===== src/rtl/sdm_pkg.sv =====
// sdm_pkg: shared definitions for the multi-channel sigma-delta DAC.
//   order_e      modulator order encoding (ORDER_1 / ORDER_2)
//   int_width    width of the 2nd-order integrators for a given sample width
//   midscale     offset-binary midscale, also the feedback magnitude
//   clamp_bound  magnitude limit applied to the 2nd-order input for stability
package sdm_pkg;

    typedef enum logic {
        ORDER_1 = 1'b0,
        ORDER_2 = 1'b1
    } order_e;

    function automatic int int_width(input int width);
        return width + 3;
    endfunction

    function automatic int midscale(input int width);
        return 1 << (width - 1);
    endfunction

    function automatic int clamp_bound(input int width);
        return 1 << (width - 2);
    endfunction

endpackage


===== src/rtl/sdm_channel.sv =====
// sdm_channel: one sigma-delta modulator, 1st or 2nd order.
//   clk, rst_n  clock and asynchronous active-low reset
//   i_en        enable; when low all state is held at zero
//   i_clr       synchronous clear of integrators and output
//   i_order     active modulator order
//   i_cur       current offset-binary sample
//   o_dout      registered 1-bit pulse-density output
module sdm_channel
    import sdm_pkg::*;
#(
    parameter int WIDTH = 16
) (
    input  logic             clk,
    input  logic             rst_n,
    input  logic             i_en,
    input  logic             i_clr,
    input  order_e           i_order,
    input  logic [WIDTH-1:0] i_cur,
    output logic             o_dout
);

    localparam int IW = int_width(WIDTH);
    // Two guard bits so v2 + v1 - y never wraps before saturation.
    localparam int SW = IW + 2;

    localparam logic signed [SW-1:0] C_MID      = SW'(midscale(WIDTH));
    localparam logic signed [SW-1:0] C_CLAMP_HI = SW'(clamp_bound(WIDTH));
    localparam logic signed [SW-1:0] C_CLAMP_LO = SW'(-clamp_bound(WIDTH));
    localparam logic signed [SW-1:0] C_SAT_HI   = SW'((1 << (IW - 1)) - 1);
    localparam logic signed [SW-1:0] C_SAT_LO   = SW'(-(1 << (IW - 1)));

    // The 1st-order accumulator keeps only the low WIDTH bits; its carry
    // is the output bit and lives in r_dout.
    logic [WIDTH-1:0]     r_acc;
    logic signed [IW-1:0] r_v1;
    logic signed [IW-1:0] r_v2;
    logic                 r_dout;

    logic [WIDTH:0]       w_acc_sum;
    logic signed [SW-1:0] w_x_raw;
    logic signed [SW-1:0] w_x;
    logic signed [SW-1:0] w_y;
    logic signed [SW-1:0] w_v1_sum;
    logic signed [SW-1:0] w_v2_sum;
    logic signed [IW-1:0] w_v1_next;
    logic signed [IW-1:0] w_v2_next;

    function automatic logic signed [IW-1:0] sat(input logic signed [SW-1:0] v);
        if (v > C_SAT_HI)      return C_SAT_HI[IW-1:0];
        else if (v < C_SAT_LO) return C_SAT_LO[IW-1:0];
        else                   return v[IW-1:0];
    endfunction

    always_comb begin
        w_acc_sum = {1'b0, r_acc} + {1'b0, i_cur};
        w_x_raw   = $signed({{(SW-WIDTH){1'b0}}, i_cur}) - C_MID;
        // NOTE: every path assigns w_x, so this if/else chain cannot infer a latch.
        if (w_x_raw > C_CLAMP_HI)      w_x = C_CLAMP_HI;
        else if (w_x_raw < C_CLAMP_LO) w_x = C_CLAMP_LO;
        else                           w_x = w_x_raw;
        w_y       = r_dout ? C_MID : -C_MID;
        w_v1_sum  = $signed({{2{r_v1[IW-1]}}, r_v1}) + w_x - w_y;
        // v2 integrates the old v1, not the freshly computed one.
        w_v2_sum  = $signed({{2{r_v2[IW-1]}}, r_v2})
                  + $signed({{2{r_v1[IW-1]}}, r_v1}) - w_y;
        w_v1_next = sat(w_v1_sum);
        w_v2_next = sat(w_v2_sum);
    end

    // NOTE: non-blocking assignments make every register sample pre-edge values.
    always_ff @(posedge clk or negedge rst_n) begin
        if (!rst_n) begin
            r_acc  <= '0;
            r_v1   <= '0;
            r_v2   <= '0;
            r_dout <= 1'b0;
        end else if (!i_en || i_clr) begin
            r_acc  <= '0;
            r_v1   <= '0;
            r_v2   <= '0;
            r_dout <= 1'b0;
        end else if (i_order == ORDER_1) begin
            r_acc  <= w_acc_sum[WIDTH-1:0];
            r_dout <= w_acc_sum[WIDTH];
        end else begin
            r_v1   <= w_v1_next;
            r_v2   <= w_v2_next;
            r_dout <= ~w_v2_next[IW-1];
        end
    end

    assign o_dout = r_dout;

endmodule


===== src/rtl/sdm_dac_mc.sv =====
// sdm_dac_mc: multi-channel sigma-delta audio DAC with a one-frame input buffer.
//   clk, rst_n    clock (modulator rate) and asynchronous active-low reset
//   en            modulator enable
//   order2        0 = 1st order, 1 = 2nd order; taken at frame boundaries
//   s_valid       input frame valid
//   s_ready       pending buffer empty
//   s_data        frame, channel k at [k*WIDTH +: WIDTH], offset binary
//   underrun_clr  clears the underrun flag
//   dout          registered PDM outputs, one per channel
//   frame_strobe  one-cycle pulse after each frame load
//   underrun      sticky: a boundary found no pending frame
module sdm_dac_mc
    import sdm_pkg::*;
#(
    parameter int WIDTH    = 16,
    parameter int CHANNELS = 2,
    parameter int OSR_LOG2 = 10
) (
    input  logic                      clk,
    input  logic                      rst_n,
    input  logic                      en,
    input  logic                      order2,
    input  logic                      s_valid,
    output logic                      s_ready,
    input  logic [CHANNELS*WIDTH-1:0] s_data,
    input  logic                      underrun_clr,
    output logic [CHANNELS-1:0]       dout,
    output logic                      frame_strobe,
    output logic                      underrun
);

    logic [OSR_LOG2-1:0]       r_cnt;
    logic                      r_pend_full;
    logic [CHANNELS*WIDTH-1:0] r_pend;
    logic [CHANNELS*WIDTH-1:0] r_cur;
    order_e                    r_order_q;
    logic                      r_frame_strobe;
    logic                      r_underrun;

    order_e                    w_order_in;
    logic                      w_boundary;
    logic                      w_xfer;
    logic                      w_order_chg;
    logic [CHANNELS-1:0]       w_dout;

    assign w_order_in  = order_e'(order2);
    assign w_boundary  = en && (r_cnt == {OSR_LOG2{1'b1}});
    assign w_xfer      = s_valid && !r_pend_full;
    assign w_order_chg = w_boundary && (w_order_in != r_order_q);

    always_ff @(posedge clk or negedge rst_n) begin
        if (!rst_n)   r_cnt <= '0;
        else if (!en) r_cnt <= '0;
        else          r_cnt <= r_cnt + OSR_LOG2'(1);
    end

    // NOTE: the sample buffers are plain registers, so they take the reset like all other state.
    // A boundary with a full buffer empties it; s_ready is low then, so a
    // transfer can never collide with the copy.
    always_ff @(posedge clk or negedge rst_n) begin
        if (!rst_n) begin
            r_pend_full <= 1'b0;
            r_pend      <= '0;
            r_cur       <= '0;
        end else if (w_boundary && r_pend_full) begin
            r_cur       <= r_pend;
            r_pend_full <= 1'b0;
        end else if (w_xfer) begin
            r_pend      <= s_data;
            r_pend_full <= 1'b1;
        end
    end

    always_ff @(posedge clk or negedge rst_n) begin
        if (!rst_n) begin
            r_frame_strobe <= 1'b0;
            r_underrun     <= 1'b0;
            r_order_q      <= ORDER_1;
        end else begin
            r_frame_strobe <= w_boundary && r_pend_full;
            // Setting wins over a same-cycle clear.
            if (w_boundary && !r_pend_full) r_underrun <= 1'b1;
            else if (underrun_clr)          r_underrun <= 1'b0;
            if (w_boundary) r_order_q <= w_order_in;
        end
    end

    for (genvar k = 0; k < CHANNELS; k++) begin : g_ch
        sdm_channel #(
            .WIDTH (WIDTH)
        ) u_ch (
            .clk     (clk),
            .rst_n   (rst_n),
            .i_en    (en),
            .i_clr   (w_order_chg),
            .i_order (r_order_q),
            .i_cur   (r_cur[k*WIDTH +: WIDTH]),
            .o_dout  (w_dout[k])
        );
    end

    assign s_ready      = !r_pend_full;
    assign dout         = w_dout;
    assign frame_strobe = r_frame_strobe;
    assign underrun     = r_underrun;

endmodule


===== config.mk =====
export PLATFORM = sky130hd
export DESIGN_NAME = sdm_dac_mc
export DESIGN_NICKNAME = d
export VERILOG_FILES = /design/src/rtl/sdm_pkg.sv /design/src/rtl/sdm_channel.sv /design/src/rtl/sdm_dac_mc.sv
export SDC_FILE = /design/constraint.sdc
export NUM_CORES = 1
export LEC_CHECK = 0
export ABC_AREA = 1
export ABC_CLOCK_PERIOD_IN_PS = 11520
export BUFFER_PORTS_ARGS = -buffer_cell sky130_fd_sc_hd__buf_4
export CORE_MARGIN = 1
export CORE_UTILIZATION = 40
export DETAILED_ROUTE_END_ITERATION = 16
export PLACE_DENSITY_LB_ADDON = 0.05
export SLEW_MARGIN = 20
export SYNTH_ARGS = -nofsm -noshare
export SYNTH_HDL_FRONTEND = slang
export SYNTH_SLANG_ARGS = --single-unit

===== constraint.sdc =====
create_clock -name clk -period 11.52 [get_ports clk]
set_input_delay 1.728 -clock clk [delete_from_list [all_inputs] [get_ports clk]]
set_output_delay 1.728 -clock clk [all_outputs]
set_load 0.01 [all_outputs]

### After elaboration in Yosys (flattened, before gate mapping)

Index checks and enable logic that the tools add are counted.

| storage, ports and cells | value |
|---|---|
| bits in registers | 188 |
| input bits | 38 |
| output and inout bits | 5 |
| word-level logic and storage cells | 93 |

| cells by class | value |
|---|---|
| add/subtract/negate cells | 13 |
| $lt $le $gt $ge | 12 |
| equality and inequality tests | 3 |
| multiplexer cells | 35 |
| bitwise operators | 3 |
| reduce and logical (&&, ||, !) cells | 12 |

Operators by type and width:

| operator | number |
|---|---|
| 2-to-1 mux 19 bit | 16 |
| 2-to-1 mux 21 bit | 6 |
| > comparator 21 x 19 -> 1 bit (second input constant) | 4 |
| < comparator 21 x 19 -> 1 bit (second input constant) | 4 |
| subtractor 21 bit | 4 |
| 2-to-1 mux 16 bit | 4 |
| adder 19 x 21 -> 21 bit | 2 |
| > comparator 21 x 16 -> 1 bit (second input constant) | 2 |
| < comparator 21 x 15 -> 1 bit (second input constant) | 2 |
| adder 19 x 19 -> 20 bit | 2 |
| adder 16 x 16 -> 17 bit | 2 |
| subtractor 16 x 16 -> 17 bit (second input constant) | 2 |
| adder 10 x 1 -> 10 bit (second input constant) | 1 |
| == test 10 bit (second input constant) | 1 |
| 2-to-1 mux 10 bit | 1 |
| 2-to-1 mux 1 bit | 8 |
| nonzero test 2 bit | 3 |
| logical AND 1 bit | 5 |
| inverter 1 bit | 3 |
| logical NOT 1 bit | 2 |
| inequality test 2 x 1 -> 1 bit (second input constant) | 1 |
| AND reduction 2 bit | 1 |
| logical OR 1 bit | 1 |
| inequality test 1 bit | 1 |

### Depth between registers and ports, before layout

Gate-level depths: netlist of run 1.

| logic depth | value |
|---|---|
| depth after elaboration | 11 |
| depth in mapped cells | 30 |
| mapped depth without buffers | 29 |

### Modules after synthesis

From an unflattened synthesis of run 1, not the netlist that was laid out.

| unflattened totals | value |
|---|---|
| cells, all modules | 2299 |
| area, all modules | 16274.4 µm² |

Modules (own cells, without submodules):

| module | times used | cells an instance | area an instance (µm²) | sequential area each (µm²) |
|---|---|---|---|---|
| sdm_channel (g_ch[1].u_ch) | 1 | 1011 | 6660.1 | 1376.3 |
| sdm_channel (g_ch[0].u_ch) | 1 | 1004 | 6417.4 | 1376.3 |
| sdm_dac_mc | 1 | 284 | 3196.8 | 1951.9 |

### Worst setup path before layout of run 1

OpenSTA, ideal clock, no wires.

| timing path | value |
|---|---|
| path type | register -> register |
| start | register g_ch[0].u_ch.r_v1[0] |
| end | register g_ch[0].u_ch.r_v2[10] |
| setup time | 117 ps |
| arrival time | 3779 ps |
| required time | 11403 ps |
| path slack | 7625 ps |
| stages on the path, launching flop included | 31 |
| path buffers | 1 |
| period minus slack after synthesis | 3895 ps |
| cells stage by stage | dfrtp_1 > ha_1 > fa_1 > nand3_1 > nand3_1 > nand2_1 > nand2_1 > nand3_1 > nand2_1 > nand2_1 > nand2_1 > a21oi_1 > nor2_1 > o21ai_0 > nand2_1 > xor2_1 > ha_1 > a21oi_1 > o21ai_0 > xor2_1 > nor2_1 > nand3_1 > nor2_1 > nand3_1 > nor2_1 > nand2_1 > nand3_4 > buf_6 > nand2_1 > nand2_1 > nand2_1 |

| between the ends | value |
|---|---|
| cells in the longest elaborated chain, start to end | 7 |
| elaborated cells on any way between the ends | 8 |

Ends and longest elaborated chain:

| what | line | source |
|---|---|---|
| start: declaration | sdm_channel.sv:35 | `logic signed [IW-1:0] r_v1;` |
| start signal: assignment | sdm_channel.sv:86 | `r_v1 <= w_v1_next;` |
| adder 19 x 19 -> 20 bit (*) | sdm_channel.sv:65 | `+ $signed({{2{r_v1[IW-1]}}, r_v1}) - w_y;` |
| subtractor 21 bit (*) | sdm_channel.sv:65 |  |
| < comparator 21 x 19 -> 1 bit | sdm_channel.sv:50 | `else if (v < C_SAT_LO) return C_SAT_LO[IW-1:0];` |
| 2-to-1 mux 19 bit | sdm_channel.sv:50 |  |
| 2-to-1 mux 19 bit (*) | sdm_channel.sv:49 | `if (v > C_SAT_HI) return C_SAT_HI[IW-1:0];` |
| 2-to-1 mux 19 bit (*) | sdm_channel.sv:82 | `end else if (i_order == ORDER_1) begin` |
| 2-to-1 mux 19 bit (*) | sdm_channel.sv:77 | `end else if (!i_en \|\| i_clr) begin` |
| end signal: assignment | sdm_channel.sv:87 | `r_v2 <= w_v2_next;` |
| end: declaration | sdm_channel.sv:36 | `logic signed [IW-1:0] r_v2;` |

Every way passes the cells marked *; elsewhere a longest branch is shown, timed or not. The select of a mux whose other input is x is not followed.
A chain may end at the register's enable or synchronous reset.

### Worst setup path in the final report of run 1

| timing path | value |
|---|---|
| start | register g_ch[1].u_ch.r_v1[0] |
| end | register g_ch[1].u_ch.r_v2[5] |

| between the ends | value |
|---|---|
| cells in the longest elaborated chain, start to end | 7 |
| elaborated cells on any way between the ends | 8 |

Ends and longest elaborated chain:

| what | line |
|---|---|
| start: declaration | sdm_channel.sv:35 |
| start signal: assignment | sdm_channel.sv:86 |
| adder 19 x 19 -> 20 bit (*) | sdm_channel.sv:65 |
| subtractor 21 bit (*) | sdm_channel.sv:65 |
| < comparator 21 x 19 -> 1 bit | sdm_channel.sv:50 |
| 2-to-1 mux 19 bit | sdm_channel.sv:50 |
| 2-to-1 mux 19 bit (*) | sdm_channel.sv:49 |
| 2-to-1 mux 19 bit (*) | sdm_channel.sv:82 |
| 2-to-1 mux 19 bit (*) | sdm_channel.sv:77 |
| end signal: assignment | sdm_channel.sv:87 |
| end: declaration | sdm_channel.sv:36 |

Marked as above.

==> results.md, run 1 <==
- Outcome: completed
- Starting Density: 0.409
- Top delay family on crit path: simple AND/OR/NAND/NOR gates
- Final min period: 4.36 ns
- Layout cells sized above 1: 0.0592
- Core area: 36900 µm²
- Detail-routed via count per cell: 4.88
- Commonest non-fill, non-tap cell in the layout: nand2_1
- Die width: 196 µm
- Final setup vio count: 0
- Most used cell along the critical path: nand2_1
- Post-cts sizing count: 0
- Commonest non-fill, non-tap cells in the layout: nand2_1 (724), inv_1 (302), dfrtp_1 (188)
- Initial antenna violation count: 0
- Actual slew at the worst max-slew pin: 0.965 ns
- Routed len/inst: 13.8 µm
- # IOs: 43
- DR vias: 13100
- Fin. Hold Viols: 0
- P&R area growth vs syn: 8.47%
- Clock Skew: 0.0105 ns
- Synth cell types: 53
- R2R Setup Slk: 7.16 ns
- Layout Nets: 2371
- GRT Residual Overflow: 0
- Root buffer cell: clkbuf_16
- Worst relative slew slack: 0.357
- Pre-CTS worst setup slack: 7.12 ns
- Number of global-route vias before repair: 12800
- Post-synthesis async set-or-reset flop share: 1.00
- RSZ-0062 raised after global routing: no
- Reg2reg start: g_ch[1].u_ch.r_v1[0]
- Instance count on the critical path: 27
- Overall routing resource usage: 0.203
- HP Class: register to register
- Maximum clock rate: 229 MHz
- Hold endpoint: r_cnt[0]
- # Post-CTS Setup Buffers: 0
- Post-cts hold buffer count: 0
- Syn Nets: 2357
- Critical path arrival: 4.69 ns
- Met1 Usage GRT: 0.291
- Worst setup path class: register to register
- Routing usage on met2: 0.327
- Syn. warnings: 0
- Post-synthesis sequential area ratio: 0.312
- CP max FO: 18
- R2R depth: 27
- Synth Register Bits: 188
- Die Ht: 196 µm
- Leakage power: 9.21 nW
- Worst-case clock buffer depth: 2
- Dominant synthesized flop cell: dfrtp_1
- Ant diodes: 0
- Detailed Place HPWL: 28000 µm
- Worst vdd ir: 0.000179 V
- Leading area contributor after synthesis: dfrtp_1
- Clock Sinks: 188
- Period utilization: 0.379
- Total of max-cap violations: 0
- CTS tree: built
- Hold depth: 1
- Grt peak-use layer: met2
- Detailed Route Iter0 Violations: 735
- Reg2reg end: g_ch[1].u_ch.r_v2[5]
- Crit path max-delay cell type: fa_1
- Nature of the critical path startpoint: register
- Count of pins over their slew limit: 0
- Critical Path RT: 11.85 ns
- Top cells by area, synth: dfrtp_1 (31%), nand2_1 (18%), ha_1 (13%), inv_1 (7.5%), a21oi_1 (4.6%)
- Hold path start: r_cnt[0]
- Final worst slack: 7.16 ns
- Slowest cell delay on critical path: 0.49 ns
- EDFF count, synth: 0
- Routed Antenna Nets: 0
- CP Buf/Inv Count: 0
- Port Buf Inserts: 42
- Skew-Pair Late Insertion Delay: 0.45 ns
- Row count: 70
- Share of Yosys cell area claimed by the top area cell type: 0.312
- Largest net degree at the start of global routing: 81
- Drt total wl: 37100 µm
- Syn Area/Cell: 7.01 µm²
- Mapped Cells: 2152
- Die area: 38500 µm²
- P per Cell Area: 314 nW/µm²
- GR Util met3: 0.0217
- Clock-pin transition on the worst setup and hold timing paths: 0.07 ns
- Cts bufs inserted: 17
- First-pass GRT wire length: 63200 µm
- Pre-antenna DRT Iters: 6
- Crit. End Element: register
- Synth Cell Area: 15100 µm²
- Setup TNS: 0 ns
- GPL Wtd Cong: 0.845
- # H-tree levels: 4
- Remaining DRCs: 0
-- layer usage --
| metal | wire length [µm] | share of wire | vias up |
|---|---|---|---|
| li1 | - | - | 6904 |
| met1 | 19500 | 0.53 | 6004 |
| met2 | 16500 | 0.45 | 152 |
| met3 | 754 | 0.020 | 21 |
| met4 | 318 | 0.0086 | 0 |
| met5 | 0 | 0 | - |
-- where the power goes --
part           total, mW  switching (mW)  internal (mW)
clock network      0.577           0.271          0.305
logic               3.64            2.39           1.25
registers          0.920           0.115          0.805
-- cells in the mapped netlist (12+ instances only) --
library cell / n
nand4_1: 19
nand3b_1: 12
fa_1: 12
nor3_1: 13
nand2_1: 725
o21ai_1: 15
xor2_1: 40
clkbuf_1: 30
dfrtp_1: 188
a21oi_1: 138
nand3_1: 122
nand2_2: 17
o21ai_0: 101
ha_1: 155
inv_1: 302
xnor2_1: 25
nor2_1: 122
-- sequential cells by signal (all words and copies together), names as in the netlist, 2 cells and up --
register,flops
g_ch.u_ch.r_v1,38
g_ch.u_ch.o_dout,2
g_ch.u_ch.r_acc,32
r_cnt,10
r_pend,32
r_cur,32
g_ch.u_ch.r_v2,38
-- per-stage QoR --
stage               area, µm²  hold WS [ns]  utilization  power [mW]  std cells
global route            16400         0.485        0.444        5.80       2682
detailed placement      15800         0.457        0.429        4.58       2651
global placement        15800         0.454        0.429        4.57       2651
floorplan               15100         0.431            -        3.87       2152
CTS                     16400         0.465        0.444        5.18       2682
finish                  16400         0.461        0.444        5.14       2682
-- worst max path at each step --
stage / to / slack (ns) / startpoint
6_report: g_ch[1].u_ch.r_v2[5] / 7.16 / g_ch[1].u_ch.r_v1[0]
5_1_grt: g_ch[1].u_ch.r_v2[16] / 6.55 / g_ch[1].u_ch.r_v1[0]
4_1_cts: g_ch[1].u_ch.r_v2[5] / 7.10 / g_ch[1].u_ch.r_v1[0]
3_5_place_dp: g_ch[1].u_ch.r_v2[5] / 7.12 / g_ch[1].u_ch.r_v1[0]
3_3_place_gp: g_ch[1].u_ch.r_v2[5] / 7.16 / g_ch[1].u_ch.r_v1[0]
2_1_floorplan: g_ch[0].u_ch.r_v2[10] / 7.62 / g_ch[0].u_ch.r_v1[0]
-- worst register-to-register path: stages, from the launching register on --
cell and delay [ns]:
dfrtp_1 0.42, ha_1 0.27, fa_1 0.49, nand2_1 0.13
nand3_1 0.11, nand3_1 0.14, nand2_1 0.08, a21oi_1 0.20
o21bai_1 0.13, nand2_1 0.07, nand2_1 0.05, a21oi_1 0.15
xor2_1 0.17, ha_1 0.30, a21oi_1 0.20, nand2_1 0.08
nand2_1 0.08, nand3_1 0.09, nor2_1 0.09, nand2_1 0.05
nor3_1 0.17, nand3_1 0.10, nor2_1 0.10, nand3_1 0.11
nand3_4 0.23, nand2_1 0.10, nand2_1 0.08, nand2_1 0.07
-- layout make-up --
cell class / count / area (µm²)
Clock buffer: 23 / 458
Clock inverter: 8 / 88.8
Fill cell: 3873 / 20500
Inverter: 306 / 1150
Multi-Input combinational cell: 1606 / 8970
Sequential cell: 188 / 4700
Tap cell: 504 / 631
Timing Repair Buffer: 47 / 359
-- cell families after synthesis --
kind of cell | count (synthesis) | synth area share
buffers and inverters | 358 | 0.0943
muxes | 2 | 0.00149
DFF | 188 | 0.312
adders and majority gates | 167 | 0.144
AOI/OAI and AO/OA | 308 | 0.113
and+or+nand+nor | 1062 | 0.295
xor gates and xnor gates | 67 | 0.0399
No activity file was read; power rests on OpenSTA's default activity.
==> inputs of run 2 (changes only) <==
ABC_CLOCK_PERIOD_IN_PS = 4100   (was 11520)
clock period = 4.1 ns   (was 11.52 ns; I/O delays follow)
==> run 2 against run 1 <==
  * Worst setup slack got worse by 7.0 ns
  * Fmax up 10%
  * Via count increased by 3.1%
  * Sequential share of layout area fell by 1.7 points
  * Clock skew decreased by 0.0025 ns
  * Clock-buffer cell count shrank 3
  * Die area is the same
  * Worst hold slack got worse by 0.27 ns
  * First-iteration DRC count is 6.5% lower
  * Largest cell class unchanged
  * Flip-flop and latch count unchanged
  * Final cell count increased by 3.0%
==> results.md, run 2 (synthesis gave the netlist of run 1 again) <==
- Fill count: 3813 (-1.5%)
- Actual slew at the worst max-slew pin: 0.708 ns (-0.257 ns)
- Reg2reg start: g_ch[0].u_ch.r_v2[0]
- Outcome: completed
- Row count: 70 (unchanged)
- Core area: 36900 µm² (unchanged)
- Drt total wl: 39100 µm (+5.4%)
- Fin cells: 2762 (+3.0%)
- Commonest non-fill, non-tap cells in the layout: nand2_1 (707), inv_1 (302), dfrtp_1 (186)
- Port Buf Inserts: 42 (unchanged)
- Most used cell along the critical path: nand2_1
- Cts bufs inserted: 17 (unchanged)
- Die width: 196 µm (unchanged)
- Routed Antenna Nets: 0 (unchanged)
- Worst-case clock buffer depth: 2 (unchanged)
- Worst setup path class: register to register
- Critical Path RT: 4.45 ns (-7.40 ns)
- Final setup vio count: 0 (unchanged)
- Crit. End Element: register
- Total of max-cap violations: 0 (unchanged)
- Initial antenna violation count: 0 (unchanged)
- Layout Nets: 2451 (+3.4%)
- Placed insts: 2714 (+2.4%)
- Crit path max-delay cell type: dfrtp_1
- Count of pins over their slew limit: 0 (unchanged)
- Starting Density: 0.409 (unchanged)
- Number of global-route vias before repair: 13300 (+3.8%)
- Clock Skew: 0.00799 ns (-0.00249 ns)
- Ant diodes: 0 (unchanged)
- Worst relative slew slack: 0.528 (+0.171)
- Commonest non-fill, non-tap cell in the layout: nand2_1
- Period utilization: 0.967 (+0.588)
- Skew-Pair Late Insertion Delay: 0.46 ns (about the same)
- # IOs: 43 (unchanged)
- Biggest regs: g_ch.u_ch.r_v1 x38, g_ch.u_ch.r_v2 x38
- R2R Setup Slk: 0.14 ns (-7.02 ns)
- Die Ht: 196 µm (unchanged)
- Pre-antenna DRT Iters: 5 (-1)
- Clock-pin transition on the worst setup and hold timing paths: 0.07 ns (about the same)
- P&R area growth vs syn: 15.6%
- CP startpoint: g_ch[0].u_ch.r_v2[0]
- Root buffer cell: clkbuf_16
- Overall routing resource usage: 0.213 (+0.0101)
- Nature of the critical path startpoint: register
- Slowest cell delay on critical path: 0.39 ns (-0.10 ns)
- Detailed Place HPWL: 29500 µm (+5.3%)
- CP max FO: 5 (-13)
- Post-cts hold buffer count: 0 (unchanged)
- Clock Sinks: 188 (unchanged)
- First-pass GRT wire length: 65900 µm (+4.3%)
- Largest net degree at the start of global routing: 83 (+2.5%)
- Remaining DRCs: 0 (unchanged)
- Critical path arrival: 4.31 ns (-0.38 ns)
- HP Class: input pin to async pin
- Detailed Route Iter0 Violations: 687 (-6.5%)
- CTS tree: built
- Maximum clock rate: 252 MHz (+10%)
- RSZ-0062 raised after global routing: yes
- DR vias: 13500 (+3.1%)
- Die area: 38500 µm² (unchanged)
- Final min period: 3.96 ns (-0.397 ns)
- Routed len/inst: 14.2 µm (+2.3%)
- Fin. Hold Viols: 0 (unchanged)
- GPL Wtd Cong: 0.884 (+4.7%)
- Layout cells sized above 1: 0.120 (+0.0603)
- Detail-routed via count per cell: 4.88 (+0.14%)
- GRT Residual Overflow: 0 (unchanged)
- # H-tree levels: 4 (unchanged)
## run 2: changes by cell type in the layout (fill, tap and decap cells not counted), sizes merged
| cell | before | now |
|---|---|---|
| clkinv | 5 | 4 |
| clkbuf | 24 | 21 |
| clkinvlp | 1 | 4 |
| buf | 46 | 121 |
| nand3 | 130 | 135 |
| inv | 307 | 308 |
## run 2: layout make-up
class | count | area, µm² | area share
Multi-Input combinational cell | 1611 | 9360 | 0.537
Timing Repair Buffer | 122 | 1010 | 0.0579
Sequential cell | 188 | 4710 | 0.270
Tap cell | 504 | 631 | 0.0362
Clock inverter | 11 | 109 | 0.00624
Clock buffer | 20 | 467 | 0.0268
Inverter | 306 | 1150 | 0.0660
## run 2: per-layer routing
metal / track usage / vias to the layer above / share of wire
met5: 0 / - / 0
met4: 0.0657 / 0 / 0.017
met3: 0.0239 / 47 / 0.026
met2: 0.344 / 211 / 0.44
met1: 0.299 / 6165 / 0.51
li1: - / 7067 / -
## run 2: path summary, 6_finish.rpt
path,end,cells past startpoint
worst max-delay path,g_ch[0].u_ch.r_v2[12],29
min in group clk,underrun,2
worst min-delay path,g_ch[0].u_ch.r_v2[5],1
max in group asynchronous,g_ch[1].u_ch.r_v1[9],2
worst min register to register,r_cnt[0],1
worst max register to register,g_ch[0].u_ch.r_v2[12],29
## run 2: stage by stage
stage,area [µm²],worst slack (ns),TNS [ns],hold slack [ns],util
after floorplan,15100,0.205,0,0.319,-
after global placement,16400,0.146,0,0.455,0.444
after detailed placement,16400,-0.00158,-0.00158,0.450,0.444
after CTS,17000,0.0147,0,0.216,0.461
after global routing,17400,-0.140,-2.01,0.245,0.473
final,17400,0.137,0,0.194,0.473
## run 2: timing repair
action / CTS / global route
resized for setup: 7 / 59
setup endpoints to repair: 13 / 72
buffers inserted: 0 / 12
pin swaps: 3 / 20
gates cloned: 3 / 2
## run 2: critical path: cells and delay by family (launching register included)
family | cells | cell delay [ns]
XOR/XNOR | 2 | 0.30
AND/OR/NAND/NOR | 20 | 1.75
adder cells (fa/ha/maj) | 3 | 0.93
AO/OA/AOI/OAI | 4 | 0.45
flip-flops | 1 | 0.39
Power of run 2 is left out: the tool's default activity adds up to more than one toggle a clock period on the data nets, which glitch-free logic cannot reach.
==> inputs of run 3 (changes only) <==
ABC_CLOCK_PERIOD_IN_PS = 3500   (was 4100)
CTS_BUF_LIST = sky130_fd_sc_hd__clkbuf_4 sky130_fd_sc_hd__clkbuf_8   (was not set)
clock period = 3.5 ns   (was 4.1 ns; I/O delays follow)
==> run 3 against run 2 <==
  * Critical path type unchanged
  * First-iteration DRC count increased by 8.7%
  * The flow now finishes with violations (negative setup slack)
  * Global-route usage increased by 0.48 points
  * Register-to-register slack got worse by 0.49 ns
  * Non-clock buffer count increased by 236
  * Worst hold slack improved by 0.0019 ns
  * Routed wire length increased by 8.0%
  * Critical endpoint is now g_ch[1].u_ch.r_v2[8]
  * Utilization increased by 7.8 points
  * Critical path depth decreased by 2
  * Fmax increased by 2.8%
  * Flip-flop and latch count unchanged
  * Worst setup slack got worse by 0.49 ns
  * Cell area increased by 16%
==> results.md, run 3 (synthesis gave the netlist of run 1 again) <==
- Outcome: finished with violations
- Failing checks: negative setup slack
- Die area: 38500 µm² (unchanged)
- GRT Residual Overflow: 0 (unchanged)
- Detailed Route Iter0 Violations: 747 (+8.7%)
- Nature of the critical path startpoint: register
- Initial antenna violation count: 1 (+1)
- Period utilization: 1.10 (+0.134)
- Routed Antenna Nets: 0 (unchanged)
- GPL Wtd Cong: 0.879 (-0.59%)
- Clock Skew: 0.0130 ns (+0.00497 ns)
- Reg2reg start: g_ch[1].u_ch.r_v1[0]
- Final core occ: 0.551 (+0.0779)
- CTS tree: built
- P&R area growth vs syn: 34.6%
- Core area: 36900 µm² (unchanged)
- Skew-Pair Late Insertion Delay: 0.50 ns (+0.04 ns)
- Commonest non-fill, non-tap cell in the layout: nand2_1
- Overall routing resource usage: 0.218 (+0.00480)
- Remaining DRCs: 0 (unchanged)
- CP startpoint: g_ch[1].u_ch.r_v1[0]
- Clock-pin transition on the worst setup and hold timing paths: 0.11 ns (+0.04 ns)
- Commonest non-fill, non-tap cells in the layout: nand2_1 (641), buf_4 (328), inv_1 (288)
- Cts bufs inserted: 17 (unchanged)
- Die Ht: 196 µm (unchanged)
- Detail-routed via count per cell: 4.85 (-0.75%)
- Critical Path RT: 3.89 ns (-0.56 ns)
- Maximum clock rate: 259 MHz (+2.8%)
- Starting Density: 0.409 (unchanged)
- Port Buf Inserts: 42 (unchanged)
- DR vias: 14600 (+7.9%)
- Pre-antenna DRT Iters: 6 (+1)
- Worst setup path class: register to register
- Routed len/inst: 14.1 µm (-0.63%)
- HP Class: input pin to register
- Final min period: 3.85 ns (-0.109 ns)
- Biggest regs: g_ch.u_ch.r_v1 x38, g_ch.u_ch.r_v2 x38
- Total of max-cap violations: 0 (unchanged)
- Fin. Hold Viols: 0 (unchanged)
- Final worst slack: -0.354 ns (-0.491 ns)
- # H-tree levels: 4 (unchanged)
- Detailed Place HPWL: 31000 µm (+5.1%)
- RSZ-0062 raised after global routing: yes
- Count of pins over their slew limit: 0 (unchanged)
- Worst relative slew slack: 0.383 (-0.145)
- Drt total wl: 42200 µm (+8.0%)
- R2R Setup Slk: -0.35 ns (-0.49 ns)
- First-pass GRT wire length: 68100 µm (+3.3%)
- Largest net degree at the start of global routing: 107 (+29%)
- Root buffer cell: clkbuf_8
- Ant diodes: 0 (unchanged)
- Final setup vio count: 55 (+55)
- Worst-case clock buffer depth: 2 (unchanged)
- Number of global-route vias before repair: 14000 (+5.2%)
- # IOs: 43 (unchanged)
- Clock Sinks: 188 (unchanged)
- Row count: 70 (unchanged)
- Critical path arrival: 4.25 ns (-0.06 ns)
- CP max FO: 5 (unchanged)
- Layout cells sized above 1: 0.275 (+0.155)
- Hold path start: underrun_clr
- Actual slew at the worst max-slew pin: 0.925 ns (+0.217 ns)
- Crit. End Element: register
- Die width: 196 µm (unchanged)
- Layout Nets: 2691 (+9.8%)
[run 3: worst paths after layout]
kind	cells past startpoint	end
worst max-delay path	27	g_ch[1].u_ch.r_v2[8]
worst min-delay path	2	underrun
min in group asynchronous	2	g_ch[0].u_ch.r_v2[4]
worst max register to register	27	g_ch[1].u_ch.r_v2[8]
max in group asynchronous	3	r_pend[27]
worst min register to register	1	r_cnt[0]
[run 3: critical path, stage by stage (launching register included)]
cell	delay [ns]
dfrtp_1	0.41
ha_2	0.19
fa_2	0.36
nand2_2	0.10
nand3_2	0.08
nand3_2	0.10
nand2_2	0.06
a21oi_2	0.13
o21bai_2	0.10
nand2_1	0.07
nand2_1	0.06
a21oi_2	0.13
xor2_1	0.16
ha_1	0.29
a21oi_2	0.17
nand2_1	0.06
nand2_1	0.07
nand3_1	0.07
nor2_1	0.09
nand2_1	0.08
nor3_2	0.19
nand3_1	0.12
nor2_2	0.14
nand3_4	0.16
nand3_4	0.17
nand2_1	0.07
nand2_1	0.06
nand2_1	0.05
[run 3: area by class of cell]
cell class | instances | area (µm²)
repair buffers | 358 | 2960
well taps | 504 | 631
flip-flops and latches | 188 | 4710
fillers | 3586 | 16600
multi-input cells | 1615 | 10500
inverters | 306 | 1160
clock buffers | 19 | 262
clock inverters | 13 | 125
[run 3: repair_timing]
action                                 CTS  global route
buffers inserted                        10            23
resized for setup                       60           264
endpoints found under the hold margin   49             0
gates cloned                             6             8
hold buffers                             1             0
pin swaps                               39            75
setup endpoints to repair               77            77
[run 3: layer usage]
metal	global-route usage	routed length [µm]	vias to the layer above
met5	0	19	-
met2	0.359	19700	194
li1	-	-	7570
met3	0.0284	1010	40
met1	0.307	21000	6751
met4	0.0408	542	2
[run 3: per-stage QoR]
| step | std cells | setup slack [ns] | setup TNS, ns | hold slack (ns) | area (µm²) |
|---|---|---|---|---|---|
| after CTS | 2975 | -0.342 | -12.76 | 0.157 | 18900 |
| after global routing | 3003 | -0.736 | -31.90 | 0.174 | 20300 |
| after detailed placement | 2926 | -0.437 | -21.45 | 0.453 | 18000 |
| after floorplan | 2152 | -0.226 | -3.14 | 0.229 | 15100 |
| after global placement | 2926 | -0.338 | -17.40 | 0.450 | 18000 |
| final | 3003 | -0.354 | -13.39 | 0.196 | 20300 |
Power of run 3 is left out for the same reason.
